File: src/rtl/stream_demux_n_pkg.sv
// Shared definitions for the stream_demux_n slice: FSM encoding and the
// select-width helper used by the interface and the top level.
package stream_demux_n_pkg;

  localparam logic [1:0] ST_IDLE  = 2'd0;
  localparam logic [1:0] ST_ROUTE = 2'd1;
  localparam logic [1:0] ST_DROP  = 2'd2;

  // Bits needed to encode n channels, never less than one.
  function automatic int clog2_min1(input int n);
    int w;
    w = 0;
    while ((1 << w) < n) w++;
    return (w < 1) ? 1 : w;
  endfunction

endpackage

File: src/rtl/stream_demux_n_if.sv
// Input stream plus per-channel output bundle of the 1:N demultiplexer.
// master = packet source / channel sinks, slave = the demux itself.
interface stream_demux_n_if #(
  parameter int N_CH = 4,
  parameter int DW   = 8
);
  import stream_demux_n_pkg::*;

  localparam int SEL_W = clog2_min1(N_CH);

  logic [DW-1:0]      in_data;
  logic               in_valid;
  logic               in_ready;
  logic [SEL_W-1:0]   in_sel;
  logic               in_last;
  logic [N_CH*DW-1:0] out_data;
  logic [N_CH-1:0]    out_valid;
  logic [N_CH-1:0]    out_last;
  logic [N_CH-1:0]    out_ready;
  logic               busy;
  logic               err_sel;

  modport master (
    output in_data, in_valid, in_sel, in_last, out_ready,
    input  in_ready, out_data, out_valid, out_last, busy, err_sel
  );

  modport slave (
    input  in_data, in_valid, in_sel, in_last, out_ready,
    output in_ready, out_data, out_valid, out_last, busy, err_sel
  );

endinterface

File: src/rtl/stream_demux_n_out_reg.sv
// One-entry output register for a single channel; a load in the same cycle
// as a drain keeps the register full so a channel sustains one beat per cycle.
module stream_demux_n_out_reg #(
  parameter int DW = 8
) (
  input  logic          clk,
  input  logic          rst_n,
  input  logic          load,
  input  logic [DW-1:0] d,
  input  logic          d_last,
  input  logic          ready,
  output logic          valid,
  output logic [DW-1:0] q,
  output logic          q_last
);

  // NOTE: sequential state uses non-blocking assignments only, so every
  // register samples pre-edge values regardless of block evaluation order.
  always_ff @(posedge clk) begin
    if (!rst_n) begin
      // NOTE: the data/last payload is reset too, so the bus reads a clean
      // zero after reset instead of stale data from an abandoned packet.
      valid  <= 1'b0;
      q      <= '0;
      q_last <= 1'b0;
    end else if (load) begin
      valid  <= 1'b1;
      q      <= d;
      q_last <= d_last;
    end else if (valid && ready) begin
      valid  <= 1'b0;
    end
  end

endmodule

File: src/rtl/stream_demux_n.sv
// Registered 1:N packet demultiplexer: the head beat picks the channel, the
// rest of the packet follows it; invalid selects are swallowed and flagged.
module stream_demux_n
  import stream_demux_n_pkg::*;
#(
  parameter int N_CH = 4,
  parameter int DW   = 8
) (
  input  logic             clk,
  input  logic             rst_n,
  stream_demux_n_if.slave  bus
);

  localparam int SEL_W = clog2_min1(N_CH);

  logic [1:0]       state;
  logic [1:0]       state_nx;
  logic [SEL_W-1:0] cur_ch;
  logic [SEL_W-1:0] eff_ch;
  logic             sel_ok;
  logic             route;
  logic             ch_free;
  logic             accept;
  logic             head;
  logic [N_CH-1:0]  load;

  assign eff_ch = (state == ST_IDLE) ? bus.in_sel : cur_ch;
  assign sel_ok = int'(bus.in_sel) < N_CH;
  assign route  = (state == ST_ROUTE) || ((state == ST_IDLE) && sel_ok);
  assign head   = accept && (state == ST_IDLE);

  // NOTE: every always_comb output gets a default before any branch, so no
  // path can leave it unassigned and infer a latch.
  always_comb begin
    ch_free = 1'b1;
    for (int c = 0; c < N_CH; c++) begin
      if (eff_ch == SEL_W'(c)) ch_free = ~bus.out_valid[c] | bus.out_ready[c];
    end
  end

  // Dropped beats are always accepted; routed beats wait for their channel.
  assign bus.in_ready = rst_n & (~route | ch_free);
  assign accept       = bus.in_valid & bus.in_ready;
  assign bus.busy     = rst_n & (state != ST_IDLE);

  always_comb begin
    state_nx = state;
    case (state)
      ST_IDLE:
        if (accept && !bus.in_last) state_nx = sel_ok ? ST_ROUTE : ST_DROP;
      ST_ROUTE, ST_DROP:
        if (accept && bus.in_last) state_nx = ST_IDLE;
      default:
        state_nx = ST_IDLE;
    endcase
  end

  always_ff @(posedge clk) begin
    if (!rst_n) begin
      state       <= ST_IDLE;
      cur_ch      <= '0;
      bus.err_sel <= 1'b0;
    end else begin
      state       <= state_nx;
      if (head && sel_ok) cur_ch <= bus.in_sel;
      bus.err_sel <= head && !sel_ok;
    end
  end

  for (genvar c = 0; c < N_CH; c++) begin : g_ch
    assign load[c] = accept && route && (eff_ch == SEL_W'(c));

    stream_demux_n_out_reg #(.DW(DW)) u_out_reg (
      .clk    (clk),
      .rst_n  (rst_n),
      .load   (load[c]),
      .d      (bus.in_data),
      .d_last (bus.in_last),
      .ready  (bus.out_ready[c]),
      .valid  (bus.out_valid[c]),
      .q      (bus.out_data[c*DW +: DW]),
      .q_last (bus.out_last[c])
    );
  end

endmodule

File: src/flat_wrapper.sv
// flat-port wrapper written by rule: the top's interface ports become plain ports
module stream_demux_n_flat import stream_demux_n_pkg::*;
#(
  parameter int N_CH = 4,
  parameter int DW   = 8
)
  (clk, rst_n, bus_in_data, bus_in_valid, bus_in_sel, bus_in_last, bus_out_ready, bus_in_ready, bus_out_data, bus_out_valid, bus_out_last, bus_busy, bus_err_sel);
  stream_demux_n_if #(.N_CH(N_CH), .DW(DW)) bus_i ();
  input  logic clk;
  input  logic rst_n;
  input wire logic [$bits(bus_i.in_data)-1:0] bus_in_data;
  input wire logic [$bits(bus_i.in_valid)-1:0] bus_in_valid;
  input wire logic [$bits(bus_i.in_sel)-1:0] bus_in_sel;
  input wire logic [$bits(bus_i.in_last)-1:0] bus_in_last;
  input wire logic [$bits(bus_i.out_ready)-1:0] bus_out_ready;
  output wire logic [$bits(bus_i.in_ready)-1:0] bus_in_ready;
  output wire logic [$bits(bus_i.out_data)-1:0] bus_out_data;
  output wire logic [$bits(bus_i.out_valid)-1:0] bus_out_valid;
  output wire logic [$bits(bus_i.out_last)-1:0] bus_out_last;
  output wire logic [$bits(bus_i.busy)-1:0] bus_busy;
  output wire logic [$bits(bus_i.err_sel)-1:0] bus_err_sel;
  assign bus_i.in_data = bus_in_data;
  assign bus_i.in_valid = bus_in_valid;
  assign bus_i.in_sel = bus_in_sel;
  assign bus_i.in_last = bus_in_last;
  assign bus_i.out_ready = bus_out_ready;
  assign bus_in_ready = bus_i.in_ready;
  assign bus_out_data = bus_i.out_data;
  assign bus_out_valid = bus_i.out_valid;
  assign bus_out_last = bus_i.out_last;
  assign bus_busy = bus_i.busy;
  assign bus_err_sel = bus_i.err_sel;
  stream_demux_n #(.N_CH(N_CH), .DW(DW)) u_core (.clk(clk), .rst_n(rst_n), .bus(bus_i));
endmodule
File: config.mk
export PLATFORM = sky130hd
export DESIGN_NAME = stream_demux_n_flat
export DESIGN_NICKNAME = d
export VERILOG_FILES = /design/src/rtl/stream_demux_n_pkg.sv /design/src/rtl/stream_demux_n_if.sv /design/src/rtl/stream_demux_n_out_reg.sv /design/src/rtl/stream_demux_n.sv /design/src/flat_wrapper.sv
export SDC_FILE = /design/constraint.sdc
export NUM_CORES = 1
export LEC_CHECK = 0
export ABC_AREA = 0
export CORE_MARGIN = 3
export CORE_UTILIZATION = 35
export CTS_BUF_LIST = sky130_fd_sc_hd__clkbuf_4
export CTS_CLUSTER_DIAMETER = 80
export DETAILED_ROUTE_END_ITERATION = 12
export GPL_ROUTABILITY_DRIVEN = 0
export PLACE_DENSITY_LB_ADDON = 0.1
export SLEW_MARGIN = 20
export SYNTH_ARGS = -nofsm -noshare
export SYNTH_HDL_FRONTEND = slang
export SYNTH_SLANG_ARGS = --single-unit
File: constraint.sdc
create_clock -name clk -period 1.6 [get_ports clk]
set_clock_uncertainty 0.1 [all_clocks]
set_input_delay 0.16 -clock clk [delete_from_list [all_inputs] [get_ports clk]]
set_output_delay 0.16 -clock clk [all_outputs]
set_load 0.02 [all_outputs]
==> results.txt <==
Status - finished, violations left
Failing checks - negative setup slack
Final setup vio count - 39
Layout cells sized above 1 - 18.8%
Fin nets - 267
CP Launch Type - register
Detailed Routing Iterations Pass 1 - 4
Max Slew Vio Count - 0
Final hold violation count - 0
Mapped Area - 1860 µm²
Cells after Synth - 178
Sw Share - 25.2%
YS warnings - 0
Filler instances - 471
Die area - 6220 µm²
# rows - 25
H-tree depth - 2
# IOs - 61
Routed WL - 4720 µm
Max Cap Viol - 0
Clock sink count - 43
Clock share of power - 31.6%
Largest net degree at the start of global routing - 41
Clock transition at the registers of the reported paths - 130 ps
Part of the power in registers - 52.9%
Worst-Skew Late Latency - 350 ps
Crit path DAT - 1560 ps
Unrepaired setup endpoints after global routing - true
Final core occ - 55.5%
Fin cells - 317
Highest metal used - met4
Antenna diodes - 0
Die Height - 78.9 µm
Number of I/O port buffers - 59
Starting density of the core - 37.9%
Seq/Total Area, Yosys - 46.3%
Vias in the first global route - 1531
FMAX - 0.550 GHz
Area Overhead vs Synth - 46.6%
Initial antenna violation count - 0
Clock Root Buffer - clkbuf_4
Met2 WL - 2360 µm
Post-synth ARST share - 0%
Synth cell types - 29
CTS Buf Count - 5
Gate power share - 15.5%
Residual DRC - 0
Post-synth EDFFs - 0
Fin area - 2730 µm²
Register area - 870 µm²
Routed Antenna Nets - 0
Area post-placement - 2610 µm²
Crit end category - output port
Final total power - 2.12 mW
Vias - 1459
Hpwl dp - 3400 µm
Initial DRC count - 36
Placement Setup Slack - -604 ps
Mapped Nets - 196
First-pass GRT wire length - 7810 µm
Pwr per Cell Area - 779 nW/µm²
Hold slack - 372 ps
Dpl cells - 309
Via density - 4.60
Peak supply drop - 656 µV
CP max FO - 9
Int Power - 1.59 mW
DR WL met3 - 300 µm
Register bit count reported by yosys - 43
Worst Path Class, Setup - register to output port
CTS Buffer Depth - 2
Multi-input gate area - 862 µm²
CORE AREA - 4910 µm²
Sw power - 534 µW
GRT Total Usage - 16.1%
CTS tree - yes
Period utilization - 114%
Worst Hold Class - input pin to register
Worst endpoint required time - 1340 ps
Post-Synthesis Mean Instance Area - 10.4 µm²
Setup TNS Final - -3760 ps
Setup bufs post-CTS - 0
Die Span X - 78.9 µm
Ys flop type - dfxtp_1
Wire length on met1 - 2010 µm
Setup ws final - -218 ps
Pleak - 1.50 nW
GR Overflow Total - 0
Post-layout min period - 1820 ps
Cts hold-fix bufs - 0
Routed WL per cell - 14.9 µm
## power by group through the flow
stage,Clock [mW],Sequential (mW),Combinational (mW)
2_1_floorplan,0,1.16,0.157
3_3_place_gp,0,1.15,0.332
3_5_place_dp,0,1.15,0.339
4_1_cts,0.697,1.12,0.336
5_1_grt,0.752,1.13,0.354
6_report,0.671,1.12,0.329
## cells in the final DEF, fill, tap and decap left out, types with 2 or more instances in the layout
cell type,instances
clkdlybuf4s50_1,17
buf_4,20
o2111a_1,2
buf_2,2
dlygate4sd2_1,20
nor2_1,37
clkbuf_4,5
nor3b_2,3
inv_1,2
dfxtp_1,40
dlymetal6s2s_1,20
mux2i_1,38
buf_12,3
nand2b_1,5
nand2_1,6
a21oi_1,4
o21bai_4,2
dfxtp_4,2
o21ai_0,2
## cell type report
class / count / share of cell area [%]
multi-input cells: 114 / 31.6
repair buffers: 83 / 30.3
flip-flops and latches: 43 / 31.9
inverters: 2 / 0.275
well taps: 67 / 3.07
clock inverters: 3 / 1.42
clock buffers: 5 / 1.38
## sequential cells by signal, summed over array words and instances (netlist names)
| signal | flops |
|---|---|
| u_core.cur_ch | 2 |
| u_core.g_ch.u_out_reg.q_last | 4 |
| u_core.g_ch.u_out_reg.valid | 4 |
| u_core.state | 1 |
| u_core.g_ch.u_out_reg.q | 32 |
## repair_timing
action / in CTS / in global routing
setup endpoints to repair: 61 / 60
pin swaps: 1 / 0
gates resized for setup: 35 / 21
gates cloned: 0 / 0
## worst max-delay path, stage by stage, from the launching register on
cell and delay (ps):
dfxtp_4 420, and3b_1 230, o21bai_4 140, o2111ai_4 110, nor2_1 120, buf_2 180
## layer usage
metal / track usage (%) / vias to the layer above
li1: - / 734
met1: 18.4 / 682
met2: 28.4 / 37
met3: 5.78 / 6
met4: 4.64 / 0
met5: 0 / -
## final timing paths
kind                                               startpoint                              to  slack [ps]  depth (start not counted)
worst max-delay path                          u_core.state[0]                    bus_in_ready        -220                          5
worst min-delay path                             bus_in_valid  u_core.g_ch[1].u_out_reg.valid         370                          3
worst min register to register  u_core.g_ch[1].u_out_reg.q[7]   u_core.g_ch[1].u_out_reg.q[7]         400                          2
worst max register to register                u_core.state[0]   u_core.g_ch[2].u_out_reg.q[6]        -200                          7
## cells by family after synthesis
family | share of synthesized area [%]
mux | 20.5
flops | 46.3
other cells | 0.202
compound gates | 8.21
buf+inv | 8.14
simple gates | 16.7
## cells in the mapped netlist (all sizes together), types with 2 or more instances
cell type | instances | area share, %
o2111a | 2 | 1.2
nor3 | 2 | 1.1
and3b | 2 | 1.1
dfxtp | 43 | 46
o21bai | 3 | 2.6
buf | 15 | 6.9
o21ai | 3 | 0.81
mux2i | 38 | 20
clkbuf | 4 | 0.81
a21oi | 4 | 1.1
inv | 2 | 0.40
nand2b | 5 | 1.7
nor3b | 4 | 2.7
nand2 | 6 | 1.2
nor2 | 37 | 7.5
Note: power is estimated with default switching activity, not from simulation.
